## config.mk

```make
export PLATFORM = sky130hd
export DESIGN_NAME = irq_collector
export DESIGN_NICKNAME = d
export VERILOG_FILES = /design/src/rtl/irq_collector.sv
export SDC_FILE = /design/constraint.sdc
export NUM_CORES = 1
export LEC_CHECK = 0
export ABC_AREA = 0
export BUFFER_PORTS_ARGS = -buffer_cell sky130_fd_sc_hd__buf_2
export CORE_ASPECT_RATIO = 1.75
export CORE_MARGIN = 2
export CORE_UTILIZATION = 40
export CTS_BUF_LIST = sky130_fd_sc_hd__clkbuf_4 sky130_fd_sc_hd__clkbuf_8 sky130_fd_sc_hd__clkbuf_16
export DETAILED_ROUTE_END_ITERATION = 16
export PLACE_DENSITY = 0.84
export SYNTH_ARGS = -nofsm -noshare
export SYNTH_HDL_FRONTEND = slang
export SYNTH_SLANG_ARGS = --single-unit
```

## constraint.sdc

```tcl
create_clock -name clk -period 2.2 [get_ports clk]
set_input_delay 0.33 -clock clk [delete_from_list [all_inputs] [get_ports clk]]
set_output_delay 0.33 -clock clk [all_outputs]
set_load 0.01 [all_outputs]
```

## src/rtl/irq_collector.sv

```systemverilog
// irq_collector: interrupt aggregation stage between the timers / external
// source and CP0. Synchronises the raw lines, latches them into a pending
// register (per-source edge or level capture), masks them onto HWInt and
// exposes PEND/MASK/MODE/OVF/CAUSE/RAW on the bridge slave interface.
module irq_collector #(
    parameter int unsigned N_SRC = 3
) (
    input  logic             clk,
    input  logic             reset,
    input  logic [31:2]      Addr,
    input  logic             WE,
    input  logic [31:0]      Din,
    output logic [31:0]      Dout,
    input  logic [N_SRC-1:0] irq_in,
    output logic [5:0]       HWInt
);

    localparam int unsigned DATA_W = 32;
    localparam int unsigned IDX_W  = 3;

    localparam logic [2:0] REG_PEND  = 3'd0;
    localparam logic [2:0] REG_MASK  = 3'd1;
    localparam logic [2:0] REG_MODE  = 3'd2;
    localparam logic [2:0] REG_OVF   = 3'd3;
    localparam logic [2:0] REG_CAUSE = 3'd4;
    localparam logic [2:0] REG_RAW   = 3'd5;

    logic [N_SRC-1:0] s1_q, s2_q;
    logic [N_SRC-1:0] pend_q, pend_d;
    logic [N_SRC-1:0] mask_q, mask_d;
    logic [N_SRC-1:0] mode_q, mode_d;
    logic [N_SRC-1:0] ovf_q, ovf_d;

    logic [2:0]       reg_sel;
    logic [N_SRC-1:0] wr_data;
    logic [N_SRC-1:0] rise;
    logic [N_SRC-1:0] pend_w1c;
    logic [N_SRC-1:0] ovf_w1c;
    logic [N_SRC-1:0] pend_kept;
    logic [N_SRC-1:0] mode_chg;
    logic [N_SRC-1:0] active;
    logic             cause_valid;
    logic [IDX_W-1:0] cause_idx;

    // Only the word index within the block is decoded; the bridge does chip select.
    assign reg_sel = Addr[4:2];
    assign wr_data = Din[N_SRC-1:0];

    logic unused_bits;
    assign unused_bits = ^{Addr[31:5], Din[31:N_SRC]};

    // Next-state for pending, overflow, mask and mode registers.
    always_comb begin
        pend_w1c  = '0;
        ovf_w1c   = '0;
        mode_chg  = '0;
        mask_d    = mask_q;
        mode_d    = mode_q;
        rise      = s1_q & ~s2_q;

        if (WE && reg_sel == REG_PEND) pend_w1c = wr_data;
        if (WE && reg_sel == REG_OVF)  ovf_w1c  = wr_data;
        if (WE && reg_sel == REG_MASK) mask_d   = wr_data;
        if (WE && reg_sel == REG_MODE) begin
            mode_d   = wr_data;
            mode_chg = wr_data ^ mode_q;
        end

        // A rise that lands on the same edge as W1C wins and is not an overflow.
        pend_kept = pend_q & ~pend_w1c;
        pend_d    = (mode_q & (pend_kept | rise)) | (~mode_q & s1_q);
        ovf_d     = (ovf_q & ~ovf_w1c) | (mode_q & rise & pend_kept);

        // Switching a source's capture mode discards its history.
        pend_d = pend_d & ~mode_chg;
        ovf_d  = ovf_d & ~mode_chg;
    end

    // State registers, including the two-flop input synchroniser.
    always_ff @(posedge clk) begin
        if (reset) begin
            s1_q   <= '0;
            s2_q   <= '0;
            pend_q <= '0;
            mask_q <= '0;
            mode_q <= '0;
            ovf_q  <= '0;
        end else begin
            s1_q   <= irq_in;
            s2_q   <= s1_q;
            pend_q <= pend_d;
            mask_q <= mask_d;
            mode_q <= mode_d;
            ovf_q  <= ovf_d;
        end
    end

    // Lowest-numbered pending and enabled source for CAUSE.
    always_comb begin
        active      = pend_q & mask_q;
        cause_valid = 1'b0;
        cause_idx   = '0;
        for (int i = 0; i < int'(N_SRC); i++) begin
            if (active[i] && !cause_valid) begin
                cause_valid = 1'b1;
                cause_idx   = IDX_W'(i);
            end
        end
    end

    assign HWInt = 6'(pend_q & mask_q);

    // Combinational read mux.
    always_comb begin
        Dout = '0;
        case (reg_sel)
            REG_PEND:  Dout = DATA_W'(pend_q);
            REG_MASK:  Dout = DATA_W'(mask_q);
            REG_MODE:  Dout = DATA_W'(mode_q);
            REG_OVF:   Dout = DATA_W'(ovf_q);
            REG_CAUSE: Dout = {cause_valid, 28'd0, cause_idx};
            REG_RAW:   Dout = DATA_W'(s1_q);
            default:   Dout = '0;
        endcase
    end

endmodule

```

* Yosys cells after proc, flatten, opt, wreduce, memory -nomap -nowiden
Index checks and enable logic that the tools add are counted.
** Storage, ports and cells
- Flip-flop bits (word level) :: 18
- Word-level logic and storage cells :: 49
** Operators by class
- Equal/unequal tests :: 5
- Multiplexer cells :: 9
- Bitwise logic cells :: 20
- Reduce and logical (&&, ||, !) cells :: 9
** Operators with widths (count)
- 32-bit one-hot mux with 6 select lines :: 1
- 3-bit bitwise AND :: 11
- 3-bit inverter :: 5
- 3-bit 2-to-1 mux :: 4
- 3-bit OR :: 3
- 3-bit by 2-bit equality test with 1-bit output, second input constant :: 2
- 3-bit equality test, second input constant :: 2
- 1-bit logical AND :: 6
- 1-bit 2-to-1 mux :: 4
- 3-bit by 1-bit equality test with 1-bit output, second input constant :: 1
- 3-bit zero test :: 1
- 3-bit XOR :: 1
- 1-bit zero test :: 2

* Depth between registers and ports, before layout
Gate-level depths: netlist (run 1).
- Word-level depth :: 9
- Depth in mapped cells :: 5
- Depth with buffers taken out :: 3

* Worst setup path before layout (run 1)
No wires, ideal clock.
- Path kind :: in2out
- From :: input Addr[4] (netlist name)
- To :: output Dout[0]
- Data arrival time :: 1156 ps
- Data required time :: 1870 ps
- Setup slack :: 714 ps
- Stages on the path :: 4
- Cells stage by stage :: buf_6 nor2b_2 a22o_1 a221o_1
** Between the ends
- Cells in the longest elaborated chain, start to end :: 2
- Elaborated cells between the ends (all ways) :: 7
** RTL lines
- from (decl) :: line 10 : input logic [31:2] Addr,
- 3-bit equality test (tied with other cells) :: line 116 : case (reg_sel)
- 32-bit one-hot mux with 6 select lines * :: line 116
- to (decl) :: line 13 : output logic [31:0] Dout,
Every way passes the cells marked *; elsewhere a longest branch is shown, timed or not.

* Worst setup path in the final report (run 1)
- From :: register pend_q[0]
- To :: output Dout[0]
** Between the ends
- Cells in the longest elaborated chain, start to end :: 9
- Elaborated cells between the ends (all ways) :: 10
** RTL lines
- from (decl) :: line 29 : logic [N_SRC-1:0] pend_q, pend_d;
- from (signal assigned) :: line 91 : pend_q <= pend_d;
- 3-bit bitwise AND :: line 100 : active = pend_q & mask_q;
- 1-bit 2-to-1 mux :: line 104 : if (active[i] && !cause_valid) begin
- 1-bit zero test :: line 104
- 1-bit logical AND :: line 104
- 1-bit 2-to-1 mux :: line 104
- 1-bit zero test :: line 104
- 1-bit logical AND :: line 104
- 3-bit 2-to-1 mux :: line 104
- 32-bit one-hot mux with 6 select lines * :: line 116
Marks and branches as above.

==> metrics.cfg, run 1 <==
[clocking]
cts_buffers=3
clk_pin_slew_ns=0.06
hold_buffers=0
cts_setup_buffers=0
cts_root_buf=clkbuf_8
cts_resized=0
clockBufferDepth=2
htree_levels=1
cts_tree=yes
insertion_delay_ns=0.26
clock-sinks=18

[power]
p_comb_share_pct=14.2
p_per_area_nw_per_um2=550
intPower_w=0.000488
seqPwrFrac_pct=51.7
p_switching_w=0.000177
peakVddDrop_mv=0.301
power.leakage_nw=0.558
swShare_pct=26.6
clkPwrFrac_pct=34.2

[critical_path]
startpoint_type=flip-flop
r2r_end=ovf_q[1]
worstPathRequired_ns=1.87
crit_fanout=4
arrival_ns=1.43
reg2reg_depth=3
r2r_start=mode_q[1]
critical_path_class=flip-flop to output pin
cp-end-kind=output pin
r2r_setup_slack_ns=1.05

[timing]
hold_ws_ns=0.280
finalCritPeriodShare_pct=80.1
skew_ns=0.00424
final-hold-violation-count=0
fin_crit_ns=1.76
rsz0062_at_grt=no
maxSlewViolCount=0
fmax_ghz=0.567
finalSetupViolations=0
final.setup.tns_ns=0

[drt]
drc=0
postRouteAntennaNets=0
drt_iter0_drc=13
wl_per_cell_um=12.3
wirelength_um=2160
vias=879
avgViaCountPerCell=4.99
first_pass_iters=4

[yosys]
syn-cell-area_um2=1210
synthArstFlopShare_pct=0
synth_edf_count=0
ys_types=31
synth.area.top_cells=dfxtp_1 30%, buf_4 19%, mux2i_1 5.8%
synth_top_area_cell=dfxtp_1
ys_ff_latch=18
yosysSeqAreaShare_pct=29.7
ys_warn_count=0
yosys_most_used_dff=dfxtp_1
postSynthCellCount=133
synth_top_area_share_pct=29.7
avgSynthCellArea_um2=9.12

[floorplanning]
std_cell_rows=26
die_w_um=45.6
core_area_um2=2900
ios=106
die_y_um=76.8
initial_core_util_pct=41.9
die_area_um2=3500

[placed_design]
placed_area_um2=1170
place.gp.congestion=0.851
io_buffers=18
dp.cells=173
hpwlAfterDp_um=1700

[final_layout]
layout_commonest_cell=conb_1
nets=218
layout_common_cells=31 x conb_1, 18 x buf_2, 18 x dfxtp_1, 10 x nor2_1, 9 x a21oi_1
syn_to_final_growth_pct=-0.206
fill_cells=299
fin_util_pct=41.8
drive_gt1_share_pct=19.6
antennaDiodeCount=0
finish.instance_area_um2=1210
seq_area_um2=360
multi_input_area_um2=664
finalNonFillerCells=176

[min_path]
hp-start=irq_in[0]
hp-class=input pin to flip-flop
holdPathStages=2
whs_endpoint=s1_q[0]

[grt]
overflow=0
antenna_found_initial=0
track_usage_pct=13.6
grt_max_degree=16
grt_pass1_vias=812
grt_pass1_wl_um=3530

[run_status]
outcome=completed

[job]
drv_cap=0

[area by class of cell]
| class | count | share of cell area, % |
|---|---|---|
| multi-input cells | 104 | 54.9 |
| flip-flops and latches | 18 | 29.8 |
| repair buffers | 18 | 7.45 |
| clock buffers | 3 | 3.41 |
| well taps | 28 | 2.90 |
| inverters | 5 | 1.55 |
[synthesized netlist by cell type (2+ instances only)]
master and n:
buf_4 31, dfxtp_1 18, nor2_1 10, a21oi_1 9, mux2i_1 7, o21a_1 6
inv_1 5, a22oi_1 4, buf_6 4, nand2_1 4, nor2b_1 4, a2111oi_1 3
a21boi_0 3, and2_1 3, mux2_2 3, xor2_1 3, and4bb_2 2
[metal layers]
layer,part of all wire [%],global-route usage [%],routed length (um)
met5,0,0,0
met2,51,22.5,1110
met1,39,14.3,833
met3,6.9,1.18,149
met4,3.1,11.5,68
[worst max-delay path, stage by stage, from the launching register on]
cell	delay (ns)
dfxtp_1	0.38
and2_1	0.17
and4bb_2	0.24
a221o_1	0.25
buf_2	0.14
[cells by family (layout without fill, tap and decap cells)]
kind of cell,count (synthesis),in the layout,share of synthesized area (%)
multiplexers,10,10,8.57
buffers and inverters,41,26,24.8
AO/OA/AOI/OAI,31,31,18.5
AND/OR/NAND/NOR,29,29,16.0
XOR/XNOR,3,3,2.17
flip-flops,18,18,29.7
other,1,31,0.309
[how the worst max path moves through the flow]
stage,from,to,cells after the start
after detailed placement,Addr[3],Dout[0],5
after floorplan,Addr[4],Dout[0],4
after global routing,pend_q[0],Dout[0],4
final,pend_q[0],Dout[0],4
after CTS,pend_q[0],Dout[0],4
after global placement,Addr[3],Dout[0],5
[state kept, by name, indices dropped and copies added, names as in the netlist]
signal / flops
mask_q: 3
mode_q: 3
ovf_q: 3
pend_q: 3
s1_q: 3
s2_q: 3
[through the flow]
step	total power [W]	setup slack, ns
2_1_floorplan	0.000463	0.714
3_3_place_gp	0.000443	0.510
3_5_place_dp	0.000445	0.509
4_1_cts	0.000670	0.427
5_1_grt	0.000696	0.376
6_report	0.000665	0.437
[power groups by stage]
stage	Sequential, W	Clock [W]	Combinational (W)
global route	0.000345	0.000244	0.000107
finish	0.000344	0.000227	0.0000942
global placement	0.000350	0	0.0000922
detailed placement	0.000351	0	0.0000934
floorplan	0.000348	0	0.000115
CTS	0.000344	0.000232	0.0000936
Note: power is estimated with default switching activity, not from simulation.
==> inputs of run 2 (changes only) <==
--- a/config.mk
+++ b/config.mk
@@ -9,10 +9,10 @@
 export BUFFER_PORTS_ARGS = -buffer_cell sky130_fd_sc_hd__buf_2
 export CORE_ASPECT_RATIO = 1.75
 export CORE_MARGIN = 2
-export CORE_UTILIZATION = 40
+export CORE_UTILIZATION = 34
 export CTS_BUF_LIST = sky130_fd_sc_hd__clkbuf_4 sky130_fd_sc_hd__clkbuf_8 sky130_fd_sc_hd__clkbuf_16
 export DETAILED_ROUTE_END_ITERATION = 16
-export PLACE_DENSITY = 0.84
+export PLACE_DENSITY = 0.76
 export SYNTH_ARGS = -nofsm -noshare
 export SYNTH_HDL_FRONTEND = slang
 export SYNTH_SLANG_ARGS = --single-unit
==> constraint.sdc (replaced) <==
create_clock -name clk -period 1.5 [get_ports clk]
set_input_delay 0.225 -clock clk [delete_from_list [all_inputs] [get_ports clk]]
set_output_delay 0.225 -clock clk [all_outputs]
set_load 0.01 [all_outputs]
==> run 2 against run 1 <==
Effect of this change:
- the flow now finishes with violations (negative setup slack)
- die area is 16% higher
- clock-buffer cell count stayed put
- design area is 8.4% higher
- clock skew is 0.0036 ns lower
- utilization is 3.2 points lower
- non-clock buffer count is 8 higher
- via count is 2.7% higher
- cell count is 14% higher
- critical endpoint unchanged
==> metrics.cfg, run 2 (same netlist as run 1, synthesis figures left out) <==
[placed_design]
place.gp.congestion=0.759
hpwlAfterDp_um=1680
io_buffers=18
placed_area_um2=1220
dp.cells=194

[timing]
hold_ws_ns=0.185
setup_slack_ns=-0.0667
finalCritPeriodShare_pct=104
skew_ns=0.000665
final-hold-violation-count=0
finalSetupViolations=1
fmax_ghz=0.638
rsz0062_at_grt=yes
fin_crit_ns=1.57
maxSlewViolCount=0

[clocking]
cts_tree=yes
clockBufferDepth=2
cts_root_buf=clkbuf_8
cts_buffers=3
insertion_delay_ns=0.25
htree_levels=1
clock-sinks=18
clk_pin_slew_ns=0.06

[critical_path]
cp_cell_sequence=and2_4 -> and4bb_2 -> a221o_1 -> buf_2
crit_fanout=4
cp-end-kind=output pin
arrival_ns=1.34
cp_slowest_stage_delay_ns=0.34
startpoint_type=flip-flop
path_delay_family=simple AND/OR/NAND/NOR gates
r2r_setup_slack_ns=0.36
crit_buf_inv=1
critical_path_class=flip-flop to output pin
worstPathRequired_ns=1.27
slowest_stage=dfxtp_2

[drt]
wirelength_um=2120
avgViaCountPerCell=4.49
drc=0
wl_per_cell_um=10.5
drt_iter0_drc=34
postRouteAntennaNets=0
vias=903
first_pass_iters=3

[final_layout]
layout_commonest_cell=conb_1
finalNonFillerCells=201
antennaDiodeCount=0
drive_gt1_share_pct=29.5
layout_common_cells=31 x conb_1, 18 x buf_2, 13 x dfxtp_1, 10 x nor2_1, 9 x a21oi_1
nets=226
finish.instance_area_um2=1310
fin_util_pct=38.6
syn_to_final_growth_pct=8.15

[grt]
antenna_found_initial=0
track_usage_pct=11.1
grt_pass1_wl_um=3550
grt_pass1_vias=816
overflow=0
grt_max_degree=16

[floorplanning]
std_cell_rows=28
die_y_um=83.0
initial_core_util_pct=35.7
die_w_um=49.1
ios=106
die_area_um2=4080
core_area_um2=3400

[job]
drv_cap=0

[power]
finalPower_w=0.000976
p_per_area_nw_per_um2=744
power.leakage_nw=0.607
peakVddDrop_mv=0.421

[min_path]
hp-class=input pin to flip-flop

[run_status]
violations=negative setup slack
outcome=finished with violations

run 2: changes by cell type in the layout (fill, tap and decap cells not counted), sizes merged:
cell  before  now
buf       18   26
run 2: area by class of cell:
type,count,area (um^2)
Timing Repair Buffer,26,150
Clock buffer,3,41.3
Multi-Input combinational cell,104,678
Sequential cell,18,367
Tap cell,45,56.3
Fill cell,366,2090
Inverter,5,18.8
run 2: report_power, final:
group	total, W	internal [W]	switching, W
Clock	0.000321	0.000178	0.000143
Combinational	0.000150	0.0000534	0.0000966
Sequential	0.000505	0.000494	0.0000110
Total	0.000976	0.000725	0.000251
run 2: stage by stage:
step,setup TNS (ns),setup slack (ns)
floorplan,0,0.197
global placement,0,0.0804
detailed placement,0,0.0762
CTS,-0.0744,-0.0744
global route,-0.263,-0.132
finish,-0.0667,-0.0667
run 2: timing repair:
item                                    in CTS  in global routing
endpoints found under the hold margin        0                  0
endpoints found under the setup margin       3                  4
buffers inserted                             1                  3
pin swaps                                    3                  2
resized for setup                            7                  3
hold buffers                                 0                  0
run 2: path summary, 6_finish.rpt:
path,to,from,cells past startpoint
max,Dout[0],mask_q[1],4
min,s1_q[0],irq_in[0],2
max reg2reg,ovf_q[0],mode_q[0],3
min reg2reg,s2_q[1],s1_q[1],2
run 2: routing by layer:
metal / vias to the layer above / wire (um) / global-route usage, % / part of all wire, %
met5: - / 0 / 0 / 0
met3: 6 / 183 / 0.719 / 8.6
met4: 0 / 61 / 7.27 / 2.9
met2: 51 / 1100 / 20.0 / 52
li1: 445 / - / - / -
met1: 401 / 778 / 11.9 / 37
